$ cat src/rtl/core_ctrl_pkg.sv
// Purpose: shared types and constants for the core instruction sequencer.
// Latency: n/a (declarations only).
// Backpressure: n/a.
package core_ctrl_pkg;

  // Instruction word layout, bit positions
  localparam int INST_W      = 34;
  localparam int INST_ABW    = 11;
  localparam int ACC_B       = 33;
  localparam int CEN_P_B     = 32;
  localparam int WEN_P_B     = 31;
  localparam int A_P_MSB     = 30;
  localparam int A_P_LSB     = 20;
  localparam int CEN_X_B     = 19;
  localparam int WEN_X_B     = 18;
  localparam int A_X_MSB     = 17;
  localparam int A_X_LSB     = 7;
  localparam int OFIFO_RD_B  = 6;
  localparam int IFIFO_WR_B  = 5;
  localparam int IFIFO_RD_B  = 4;
  localparam int L0_RD_B     = 3;
  localparam int L0_WR_B     = 2;
  localparam int EXECUTE_B   = 1;
  localparam int LOAD_B      = 0;

  // Only the active-low memory enables are set: nothing happens in the core
  localparam logic [INST_W-1:0] IDLE_INST = 34'h1_800C_0000;

  typedef enum logic [3:0] {
    IDLE, XWR, WWR, WL0, WLOAD, XL0, EXEC, DRAIN, DONE
  } state_t;

  // Counter width covering max(a, b) + 1 inclusive
  function automatic int cnt_width(input int a, input int b);
    int m;
    m = ((a > b) ? a : b) + 1;
    return $clog2(m + 1);
  endfunction

endpackage

$ cat src/rtl/core_ctrl_pack.sv
// Purpose: registers decoded control fields and xmem data into the 34-bit inst word.
// Latency: 1 cycle from decoded fields to inst/D_xmem.
// Backpressure: none; a new word is captured every cycle.
module core_ctrl_pack
  import core_ctrl_pkg::*;
#(
  parameter int DW = 32
) (
  input  logic                clk,
  input  logic                reset,
  input  logic                acc,
  input  logic                cen_p,
  input  logic                wen_p,
  input  logic [INST_ABW-1:0] a_p,
  input  logic                cen_x,
  input  logic                wen_x,
  input  logic [INST_ABW-1:0] a_x,
  input  logic                ofifo_rd,
  input  logic                ififo_wr,
  input  logic                ififo_rd,
  input  logic                l0_rd,
  input  logic                l0_wr,
  input  logic                execute,
  input  logic                load,
  input  logic [DW-1:0]       d_in,
  output logic [INST_W-1:0]   inst,
  output logic [DW-1:0]       D_xmem
);

  logic [INST_W-1:0] nxt_inst;

  // Place each field at its bit position in the instruction word
  always_comb begin
    nxt_inst                   = IDLE_INST;
    nxt_inst[ACC_B]            = acc;
    nxt_inst[CEN_P_B]          = cen_p;
    nxt_inst[WEN_P_B]          = wen_p;
    nxt_inst[A_P_MSB:A_P_LSB]  = a_p;
    nxt_inst[CEN_X_B]          = cen_x;
    nxt_inst[WEN_X_B]          = wen_x;
    nxt_inst[A_X_MSB:A_X_LSB]  = a_x;
    nxt_inst[OFIFO_RD_B]       = ofifo_rd;
    nxt_inst[IFIFO_WR_B]       = ififo_wr;
    nxt_inst[IFIFO_RD_B]       = ififo_rd;
    nxt_inst[L0_RD_B]          = l0_rd;
    nxt_inst[L0_WR_B]          = l0_wr;
    nxt_inst[EXECUTE_B]        = execute;
    nxt_inst[LOAD_B]           = load;
  end

  // Output register; reset parks the core on the idle word
  always_ff @(posedge clk or negedge reset) begin
    if (!reset) begin
      inst   <= IDLE_INST;
      D_xmem <= '0;
    end else begin
      inst   <= nxt_inst;
      D_xmem <= d_in;
    end
  end

endmodule

$ cat src/rtl/core_ctrl.sv
// Purpose: sequences one full conv pass (xmem fill, per-kij weight load/exec/drain) as core inst words.
// Latency: inst/D_xmem for a state cycle appear one cycle later; busy rises the cycle after start.
// Backpressure: stalls on in_valid=0 during xmem writes and on ofifo_valid=0 during drain.
module core_ctrl
  import core_ctrl_pkg::*;
#(
  parameter int row     = 8,
  parameter int col     = 8,
  parameter int bw      = 4,
  parameter int len_kij = 9,
  parameter int len_nij = 36,
  parameter int addr_bw = 11,
  parameter int w_base  = 1024
) (
  input  logic                clk,
  input  logic                reset,
  input  logic                start,
  output logic                busy,
  output logic                done,
  input  logic [bw*row-1:0]   in_data,
  input  logic                in_valid,
  output logic                in_ready,
  input  logic                ofifo_valid,
  output logic [INST_W-1:0]   inst,
  output logic [bw*row-1:0]   D_xmem,
  output logic [3:0]          kij_idx
);

  localparam int CW = cnt_width(len_nij, col + row);
  localparam logic [CW-1:0]      NIJ       = CW'(len_nij);
  localparam logic [CW-1:0]      NIJ_LAST  = CW'(len_nij - 1);
  localparam logic [CW-1:0]      COL       = CW'(col);
  localparam logic [CW-1:0]      COL_LAST  = CW'(col - 1);
  localparam logic [CW-1:0]      LOAD_LAST = CW'(col + row - 1);
  localparam logic [3:0]         KIJ_LAST  = 4'(len_kij - 1);
  localparam logic [addr_bw-1:0] W_BASE    = addr_bw'(w_base);

  if (len_nij > w_base || w_base + col > 2**addr_bw) begin : g_bad_map
    $error("core_ctrl: activation and weight regions overlap or exceed xmem");
  end
  if (addr_bw != INST_ABW) begin : g_bad_abw
    $error("core_ctrl: addr_bw must match the inst address fields");
  end
  if (len_kij < 1 || len_kij > 16 || len_nij < 1 || len_nij > 512) begin : g_bad_len
    $error("core_ctrl: len_kij or len_nij out of range");
  end

  state_t            state;
  logic [CW-1:0]     cnt;
  logic              xfer;
  logic [addr_bw-1:0] cnt_a;

  logic              d_acc, d_cen_p, d_wen_p, d_cen_x, d_wen_x;
  logic              d_ofifo_rd, d_l0_rd, d_l0_wr, d_execute, d_load;
  logic [addr_bw-1:0] d_a_p, d_a_x;
  logic [bw*row-1:0] d_data;

  assign xfer  = in_valid & in_ready;
  assign cnt_a = addr_bw'(cnt);

  // Decode the control fields for the current state cycle
  always_comb begin
    d_acc      = 1'b0;
    d_cen_p    = 1'b1;
    d_wen_p    = 1'b1;
    d_a_p      = '0;
    d_cen_x    = 1'b1;
    d_wen_x    = 1'b1;
    d_a_x      = '0;
    d_ofifo_rd = 1'b0;
    d_l0_rd    = 1'b0;
    d_l0_wr    = 1'b0;
    d_execute  = 1'b0;
    d_load     = 1'b0;
    d_data     = '0;
    case (state)
      XWR: if (xfer) begin
        d_cen_x = 1'b0;
        d_wen_x = 1'b0;
        d_a_x   = cnt_a;
        d_data  = in_data;
      end
      WWR: if (xfer) begin
        d_cen_x = 1'b0;
        d_wen_x = 1'b0;
        d_a_x   = W_BASE + cnt_a;
        d_data  = in_data;
      end
      WL0: begin
        if (cnt < COL) begin
          d_cen_x = 1'b0;
          d_a_x   = W_BASE + cnt_a;
        end
        // xmem read data lands one cycle later, so L0 write trails the read
        d_l0_wr = (cnt != '0);
      end
      WLOAD: begin
        d_load  = 1'b1;
        d_l0_rd = (cnt < COL);
      end
      XL0: begin
        if (cnt < NIJ) begin
          d_cen_x = 1'b0;
          d_a_x   = cnt_a;
        end
        d_l0_wr = (cnt != '0);
      end
      EXEC: begin
        d_l0_rd   = 1'b1;
        d_execute = 1'b1;
      end
      DRAIN: if (ofifo_valid && cnt < NIJ) begin
        d_ofifo_rd = 1'b1;
        d_cen_p    = 1'b0;
        d_wen_p    = 1'b0;
        d_a_p      = cnt_a;
        d_acc      = (kij_idx != '0);
      end
      default: ;
    endcase
  end

  // Pass sequencer with registered status outputs
  always_ff @(posedge clk or negedge reset) begin
    if (!reset) begin
      state    <= IDLE;
      cnt      <= '0;
      kij_idx  <= '0;
      busy     <= 1'b0;
      done     <= 1'b0;
      in_ready <= 1'b0;
    end else begin
      case (state)
        IDLE: if (start) begin
          state    <= XWR;
          cnt      <= '0;
          kij_idx  <= '0;
          busy     <= 1'b1;
          in_ready <= 1'b1;
        end
        XWR: if (xfer) begin
          if (cnt == NIJ_LAST) begin
            state <= WWR;
            cnt   <= '0;
          end else cnt <= cnt + 1'b1;
        end
        WWR: if (xfer) begin
          if (cnt == COL_LAST) begin
            state    <= WL0;
            cnt      <= '0;
            in_ready <= 1'b0;
          end else cnt <= cnt + 1'b1;
        end
        WL0: if (cnt == COL) begin
          state <= WLOAD;
          cnt   <= '0;
        end else cnt <= cnt + 1'b1;
        WLOAD: if (cnt == LOAD_LAST) begin
          state <= XL0;
          cnt   <= '0;
        end else cnt <= cnt + 1'b1;
        XL0: if (cnt == NIJ) begin
          state <= EXEC;
          cnt   <= '0;
        end else cnt <= cnt + 1'b1;
        EXEC: if (cnt == NIJ_LAST) begin
          state <= DRAIN;
          cnt   <= '0;
        end else cnt <= cnt + 1'b1;
        DRAIN: if (ofifo_valid) begin
          if (cnt == NIJ_LAST) begin
            cnt <= '0;
            if (kij_idx == KIJ_LAST) begin
              state <= DONE;
              busy  <= 1'b0;
              done  <= 1'b1;
            end else begin
              kij_idx  <= kij_idx + 4'd1;
              state    <= WWR;
              in_ready <= 1'b1;
            end
          end else cnt <= cnt + 1'b1;
        end
        DONE: begin
          done  <= 1'b0;
          state <= IDLE;
        end
        default: state <= IDLE;
      endcase
    end
  end

  core_ctrl_pack #(.DW(bw*row)) u_pack (
    .clk      (clk),
    .reset    (reset),
    .acc      (d_acc),
    .cen_p    (d_cen_p),
    .wen_p    (d_wen_p),
    .a_p      (d_a_p),
    .cen_x    (d_cen_x),
    .wen_x    (d_wen_x),
    .a_x      (d_a_x),
    .ofifo_rd (d_ofifo_rd),
    .ififo_wr (1'b0),
    .ififo_rd (1'b0),
    .l0_rd    (d_l0_rd),
    .l0_wr    (d_l0_wr),
    .execute  (d_execute),
    .load     (d_load),
    .d_in     (d_data),
    .inst     (inst),
    .D_xmem   (D_xmem)
  );

endmodule

$ cat config.mk
export PLATFORM = sky130hd
export DESIGN_NAME = core_ctrl
export DESIGN_NICKNAME = d
export VERILOG_FILES = /design/src/rtl/core_ctrl_pkg.sv /design/src/rtl/core_ctrl_pack.sv /design/src/rtl/core_ctrl.sv
export SDC_FILE = /design/constraint.sdc
export NUM_CORES = 1
export LEC_CHECK = 0
export ABC_AREA = 1
export BUFFER_PORTS_ARGS = -buffer_cell sky130_fd_sc_hd__buf_2
export CAP_MARGIN = 20
export CORE_MARGIN = 2
export CORE_UTILIZATION = 53
export CTS_BUF_LIST = sky130_fd_sc_hd__clkbuf_16
export CTS_CLUSTER_SIZE = 16
export DETAILED_ROUTE_END_ITERATION = 6
export PLACE_DENSITY_LB_ADDON = 0.25
export SYNTH_ARGS = -nofsm -noshare
export SYNTH_HDL_FRONTEND = slang
export SYNTH_SLANG_ARGS = --single-unit
$ cat constraint.sdc
create_clock -name clk -period 4.5 [get_ports clk]
set_input_delay 0.9 -clock clk [delete_from_list [all_inputs] [get_ports clk]]
set_output_delay 0.9 -clock clk [all_outputs]
set_load 0.01 [all_outputs]
After elaboration in Yosys (flattened, before gate mapping)
Cells that the tools add are included.
Storage, ports and cells
  input bits: 37
  bits in registers: 81
Operators by class
  reductions and logical operators: 16
  add/subtract/negate cells: 3
  magnitude comparators: 2
  bitwise logic cells: 1
  equality and inequality tests: 27
  muxes and demuxes: 67
Operators by type and width (count)
  6-bit 2-to-1 mux: 13
  32-bit 2-to-1 mux: 2
  4-bit 2-to-1 mux: 16
  6-bit one-hot mux with 8 select lines: 1
  11-bit one-hot mux with 4 select lines: 1
  4-bit one-hot mux with 8 select lines: 1
  2-bit != test (second input constant): 13
  1-bit 2-to-1 mux: 25
  11-bit 2-to-1 mux: 2
  4-bit by 3-bit == test with 1-bit output (second input constant): 4
  5-bit AND reduction: 3
  6-bit by 4-bit == test with 1-bit output (second input constant): 2
  6-bit == test (second input constant): 2
  11-bit by 6-bit adder with 11-bit output (first input constant): 1
  11-bit AND reduction: 1
  4-bit by 2-bit == test with 1-bit output (second input constant): 2
  4-bit == test (second input constant): 2
  4-bit one-hot mux with 2 select lines: 1
  8-bit nonzero test: 1
  7-bit AND reduction: 1
  6-bit by 1-bit adder with 6-bit output (second input constant): 1
  6-bit by 3-bit == test with 1-bit output (second input constant): 1
  6-bit by 4-bit less-than comparator with 1-bit output (second input constant): 1
  6-bit less-than comparator (second input constant): 1
  13 further kinds: 18

Longest topological paths before layout
Gate-level depths: netlist (run 1).
  word-level depth: 5
  gate-level depth with buffers: 10
  gate-level depth less buffers: 10

By module
Synthesis (run 1) repeated with hierarchy kept, for this count alone.
Unflattened totals
  cells, all modules: 354
  area, all modules: 3380.7 um2
By module, submodules not included
  core_ctrl: sequential area each 425.4 um2, times used 1, cells an instance 288, area an instance 1724.2 um2
  core_ctrl_pack: sequential area each 1656.6 um2, times used 1, cells an instance 66, area an instance 1656.6 um2

Least setup slack after synthesis (run 1)
No wires, ideal clock.
  kind: input-to-reg
  start: input port in_valid
  end: register cnt[5]
  data arrival time: 1713 ps
  stages: 8
  slack: 2718 ps
  data required time: 4431 ps
  path buffers: 1
  setup time: 69 ps
  path through: nand2_1 > clkinv_1 > nor2_2 > nor2_4 > buf_6 > nand2_2 > inv_2 > nor2_2
Between the ends
  longest elaborated chain between the ends: 3
  elaborated cells on any way between the ends: 4
  classes of those cells: eq/ne (2); bitwise (1); reduce/logical (1)
Ends and longest elaborated chain
  start: declaration: line core_ctrl.sv:21  | input logic in_valid,
  1-bit bitwise AND *: line core_ctrl.sv:58  | assign xfer = in_valid & in_ready;
  2-bit != test (no source line)
  5-bit AND reduction (no source line) *
  end signal: assignment: line core_ctrl.sv:145  | end else cnt <= cnt + 1'b1;
  end signal: assignment: line core_ctrl.sv:152  | end else cnt <= cnt + 1'b1;
  end signal: assignment: line core_ctrl.sv:157  | end else cnt <= cnt + 1'b1;
  end: declaration: line core_ctrl.sv:49  | logic [CW-1:0] cnt;
Mark *: on every way between the ends. The rest lies on a longest branch, timed or not.
A chain may end at the register's enable or synchronous reset.

Worst setup path after layout (run 1)
Ends and elaborated chain as after synthesis.

==> results of run 1 <==
==> sequential cells by signal, indices dropped and copies added (netlist names) <==
register       count
u_pack.inst       22
u_pack.D_xmem     32
busy               1
kij_idx            4
cnt                6
in_ready           1
state              4
done               1
==> power groups by stage <==
stage | Sequential (uW) | Clock [uW] | Combinational, uW
after floorplan | 869 | 0 | 614
after global placement | 831 | 0 | 854
after detailed placement | 833 | 0 | 877
after CTS | 827 | 752 | 888
after global routing | 840 | 780 | 998
final | 826 | 741 | 885
==> stage by stage <==
stage                     area, sq um  total power (uW)  setup WS, ns  hold slack, ns
after global placement           3650              1680          1.78           0.474
after CTS                        3970              2470          2.11           0.495
after floorplan                  3190              1480          2.72           0.505
after detailed placement         3650              1710          1.74           0.479
after global routing             3970              2620          1.83           0.508
final                            3970              2450          2.10           0.485
==> cell usage after synthesis, types with 3 or more instances <==
master     n  area share (%)
dfstp_2    3             2.5
buf_4     12             2.9
nand2_2    4            0.79
xor2_1     3            0.83
ha_1       4             1.6
inv_1     27             3.2
nand3_2    5             1.6
o21ai_1    6            0.95
a21oi_1    4            0.64
nand2_1   79             9.4
nand2_4    3             1.1
nand3_1   16             2.5
clkbuf_1   5            0.60
nor2_2     7             1.4
nor2_4     5             1.8
nor2_1    58             6.9
o21ai_0    5            0.79
dfrtp_1   68              54
o21ai_2    4             1.1
inv_2     12             1.4
nand4_1    5            0.99
==> worst paths after layout <==
| kind | start | end | slack (ns) | depth (start not counted) |
|---|---|---|---|---|
| min in group asynchronous | reset | u_pack.inst[8] | 0.51 | 1 |
| setup / recovery | in_valid | cnt[5] | 2.10 | 9 |
| max in group asynchronous | reset | u_pack.D_xmem[21] | 3.00 | 2 |
| setup reg to reg | in_ready | cnt[5] | 2.34 | 8 |
| hold reg to reg | busy | busy | 0.49 | 1 |
| hold / removal | busy | busy | 0.49 | 1 |
==> cells by family (layout without fill, tap and decap cells) <==
logic type | count (synthesis) | in the layout | synth area share, %
flip-flops | 71 | 71 | 56.5
buffers and inverters | 61 | 156 | 9.05
adder cells (fa/ha/maj) | 4 | 4 | 1.59
AO/OA/AOI/OAI | 22 | 22 | 4.21
AND/OR/NAND/NOR | 185 | 185 | 27.7
XOR/XNOR | 3 | 3 | 0.834
other | 1 | 11 | 0.119
==> final cells by class <==
class	count	area, sq um	area share (%)
Inverter	41	156	3.94
Clock buffer	9	225	5.68
Sequential cell	71	1780	44.9
Timing Repair Buffer	99	498	12.6
Tap cell	75	93.8	2.37
Multi-Input combinational cell	225	1120	28.3
Clock inverter	7	88.8	2.24
==> per-layer routing <==
metal | GRT usage, % | vias up
met4 | 11.2 | 0
met1 | 31.2 | 1232
li1 | - | 1245
met5 | 0 | -
met3 | 5.89 | 16
met2 | 39.0 | 114
==> impl_metrics.toml, run 1 <==
[outcome]
status = "complete, no violations"

[placement]
dp_cells = 511
place.gp.congestion = 0.918
portBuffers = 98
dpl.hpwl_um = 5010

[clock_tree]
h-tree-depth = 3
cts.sinks = 71
clkSlewWorstSetupHoldPaths_ns = 0.05
cts_tree = "done"
cts_made_buffers = 9
post_cts_buffers = 0
clockRootBuffer = "clkbuf_16"
cts_resized = 0
clockBufferDepth = 2
hold_buffers = 0
insertion_delay_ns = 0.33

[floorplan]
core_sq_um = 5820
io_pins = 110
initial_utilization_pct = 54.2
die_h_um = 81.1
die_x_um = 81.1
die_area_sq_um = 6580
rows = 28

[final_layout]
final_common_cell = "buf_2"
layout.cells.non_filler = 527
diodes = 0
final_cell_mix = "buf_2, nand2_1, dfrtp_1, nor2_1, inv_1"
fin_nets = 488
drive_gt1_share_pct = 35.4
fin_util_pct = 68.2
area.growth.synth_to_final_pct = 25.8
fillers = 468

[drt]
highest-signal-layer = "met4"
postRouteWirelength_um = 7440
drc = 0
route.met2.wl_um = 3820
post_drt_wl_per_cell_um = 14.1
vias = 2607
met3_length_um = 510
first_iter_violations = 201
vias_per_cell = 4.95
wl_met1_um = 2920
drt_first_pass_iters = 4
antenna_left = 0

[global_routing]
grt-ovfl-total = 0
grt_pass1_vias = 2412
antenna_found_initial = 0
grt_pass1_wl_um = 11800
grt_max_degree = 54
grt_usage_pct = 24.3

[sta]
hold_viol = 0
max_slew_margin_pct = 40.4
min_period_over_period_pct = 53.2
fmax_mhz = 417
worst_slew_pin_slew_ns = 0.888
drv_slew = 0
rsz0062_at_grt = "false"
finalSetupViolCount = 0
min_period_ns = 2.40
finalSetupTns_ns = 0
clock_skew_ns = 0.00595

[worst_setup_path]
path_cells = "buf_2, nand2_1, clkinv_1, nor2_2, nor2_4, nand3_1, nand2_1, nand2_1, nor2_2"
cp_slowest_cell = "clkinv_1"
path_buf_inv = 2
critical-path-top-delay-family = "simple AND/OR/NAND/NOR gates"
critPathArrivalTime_ns = 2.62
crit_fanout = 34
required_ns = 4.72
end_kind = "flip-flop"
cpPeakStageDelay_ns = 0.71
critical_path_class = "primary input to flip-flop"
cp_common_cell = "nand2_1"
critPathLaunchType = "primary input"

[run]
cap_viol_max_count = 0

[synthesis]
yosys_register_bits = 71
yosysWarnings = 0
yosysSeqAreaShare_pct = 56.5
synthArstFlopShare_pct = 100
syn-cell-area_sq_um = 3150
syn_avg_cell_area_sq_um = 9.08
synth_ff_type = "dfrtp_1"
synthesis.instances = 347
synth_edf_count = 0
synth_cell_type_count = 33

[power_and_ir_drop]
p_per_area_nw_per_um2 = 618
ir_drop_mv = 0.332
internal-power_uw = 1510
p_sw_uw = 939
power.leakage_uw = 0.00225
comb_power_share_pct = 36.1
sw_frac_of_total_pct = 38.3
pwr-share-seq_pct = 33.7
p_clk_share_pct = 30.2

[worst_hold_path]
hold_class = "flip-flop to flip-flop"
(Power assumes the default switching activity.)
==> inputs of run 2 (changes only) <==
--- a/config.mk
+++ b/config.mk
@@ -9,7 +9,7 @@
 export BUFFER_PORTS_ARGS = -buffer_cell sky130_fd_sc_hd__buf_2
 export CAP_MARGIN = 20
 export CORE_MARGIN = 2
-export CORE_UTILIZATION = 53
+export CORE_UTILIZATION = 50
 export CTS_BUF_LIST = sky130_fd_sc_hd__clkbuf_16
 export CTS_CLUSTER_SIZE = 16
 export DETAILED_ROUTE_END_ITERATION = 6
==> constraint.sdc (replaced) <==
create_clock -name clk -period 2.4 [get_ports clk]
set_input_delay 0.48 -clock clk [delete_from_list [all_inputs] [get_ports clk]]
set_output_delay 0.48 -clock clk [all_outputs]
set_load 0.01 [all_outputs]
==> impl_metrics.toml, run 2 (synthesis results as in run 1) <==
[sta]
drv_slew = 0
hold_viol = 0
finalSetupTns_ns = 0
min_period_ns = 1.85
worst_slew_pin_slew_ns = 0.601
rsz0062_at_grt = "false"
finalSetupViolCount = 0
max_slew_margin_pct = 59.9
clock_skew_ns = 0.00493
holdWs_ns = 0.160
fmax_mhz = 542
min_period_over_period_pct = 76.9

[final_layout]
fillers = 484
final_common_cell = "buf_2"
area.growth.synth_to_final_pct = 25.4
final_cell_mix = "buf_2, nand2_1, dfrtp_1, nor2_1, inv_1"
drive_gt1_share_pct = 36.3
fin_nets = 490
layout.cells.non_filler = 529
top_register = "u_pack.D_xmem"
diodes = 0
largestRegisters = "u_pack.D_xmem: 32 flops, u_pack.inst: 22 flops, cnt: 6 flops"
largest_reg_flops = 32
stdcell_area_sq_um = 3950

[worst_setup_path]
path_cells = "nor2_4, inv_2, nand3_4, nor2_2, nor2_4, nand3_1, nand2_1, nand2_1, nor2_2"
cp_slowest_cell = "dfrtp_1"
required_ns = 2.66
cpPeakStageDelay_ns = 0.45
end_kind = "flip-flop"
reg2reg_setup_slack_ns = 0.55
reg2reg_to = "cnt[5]"
r2r_cells = 9
critical_path_class = "flip-flop to flip-flop"
critPathLaunchType = "flip-flop"
critPathArrivalTime_ns = 2.11
r2r_start = "state[0]"
crit_fanout = 34

[floorplan]
die_area_sq_um = 6950
die_x_um = 83.4
core_sq_um = 5990
rows = 28
io_pins = 110
initial_utilization_pct = 52.6
die_h_um = 83.4

[global_routing]
grt-ovfl-total = 0
antenna_found_initial = 0
grt_max_degree = 35
grt_pass1_wl_um = 11800
grt_usage_pct = 21.4
grt_pass1_vias = 2477

[power_and_ir_drop]
ir_drop_mv = 0.751
p_per_area_nw_per_um2 = 1110
power.leakage_uw = 0.00224

[run]
cap_viol_max_count = 0

[clock_tree]
insertion_delay_ns = 0.32
post_cts_buffers = 0
hold_buffers = 0
cts_made_buffers = 9
clkSlewWorstSetupHoldPaths_ns = 0.06
clockBufferDepth = 2
h-tree-depth = 3
cts.sinks = 71
clockRootBuffer = "clkbuf_16"
cts_tree = "done"
cts_resized = 0

[worst_hold_path]
hold_class = "primary input to asynchronous set/reset pin"

[drt]
post_drt_wl_per_cell_um = 13.4
postRouteWirelength_um = 7090
vias = 2569
antenna_left = 0
drc = 0
first_iter_violations = 160
vias_per_cell = 4.86
drt_first_pass_iters = 4

[placement]
dpl.hpwl_um = 5240
placed_area_sq_um = 3680
place.gp.congestion = 0.886
dp_cells = 513
portBuffers = 98

[outcome]
status = "complete, no violations"
## run 2: cell type report
cell class | count | area [sq um] | share of cell area, %
inverters | 41 | 156 | 3.96
flip-flops and latches | 71 | 1780 | 45.0
clock inverters | 7 | 48.8 | 1.23
clock buffers | 9 | 225 | 5.70
multi-input cells | 225 | 1120 | 28.4
repair buffers | 101 | 526 | 13.3
well taps | 75 | 93.8 | 2.37
## run 2: worst max-delay path by stage
stage                     startpoint  endpoint  slack [ns]  cells after the start
after floorplan               cnt[0]    cnt[3]        0.92                     10
after global placement      state[0]    cnt[5]        0.64                      8
after detailed placement    state[0]    cnt[5]        0.54                      9
after CTS                   state[0]    cnt[5]        0.53                      9
after global routing        state[0]    cnt[3]        0.40                      9
final                       state[0]    cnt[5]        0.55                      9
## run 2: metrics by stage
step | total power, uW | setup WS, ns | util (%)
after detailed placement | 3220 | 0.542 | 61.4
after floorplan | 2780 | 0.919 | -
after CTS | 4440 | 0.530 | 66.0
after global placement | 3160 | 0.642 | 61.4
final | 4400 | 0.554 | 66.0
after global routing | 4710 | 0.402 | 66.0
## run 2: per-layer routing
metal  vias up  routed length [um]  track usage [%]  part of all wire, %
met1      1231                2990             26.9                   42
met5         -                   0                0                    0
met4         0                  76             6.26                  1.1
met2        83                3620             36.4                   51
met3         7                 403             5.77                  5.7
li1       1248                   -                -                    -
## run 2: critical path, delay by kind of cell, from the launching register on
kind                   cells  cell delay [ns]
buffers and inverters      1             0.08
flip-flops                 1             0.45
AND/OR/NAND/NOR            8             1.24
## run 2: where the power goes
part | switching (uW) | total (uW) | internal, uW
combinational | 1130 | 1650 | 521
sequential | 129 | 1550 | 1420
clock | 504 | 1200 | 700
total | 1760 | 4400 | 2640
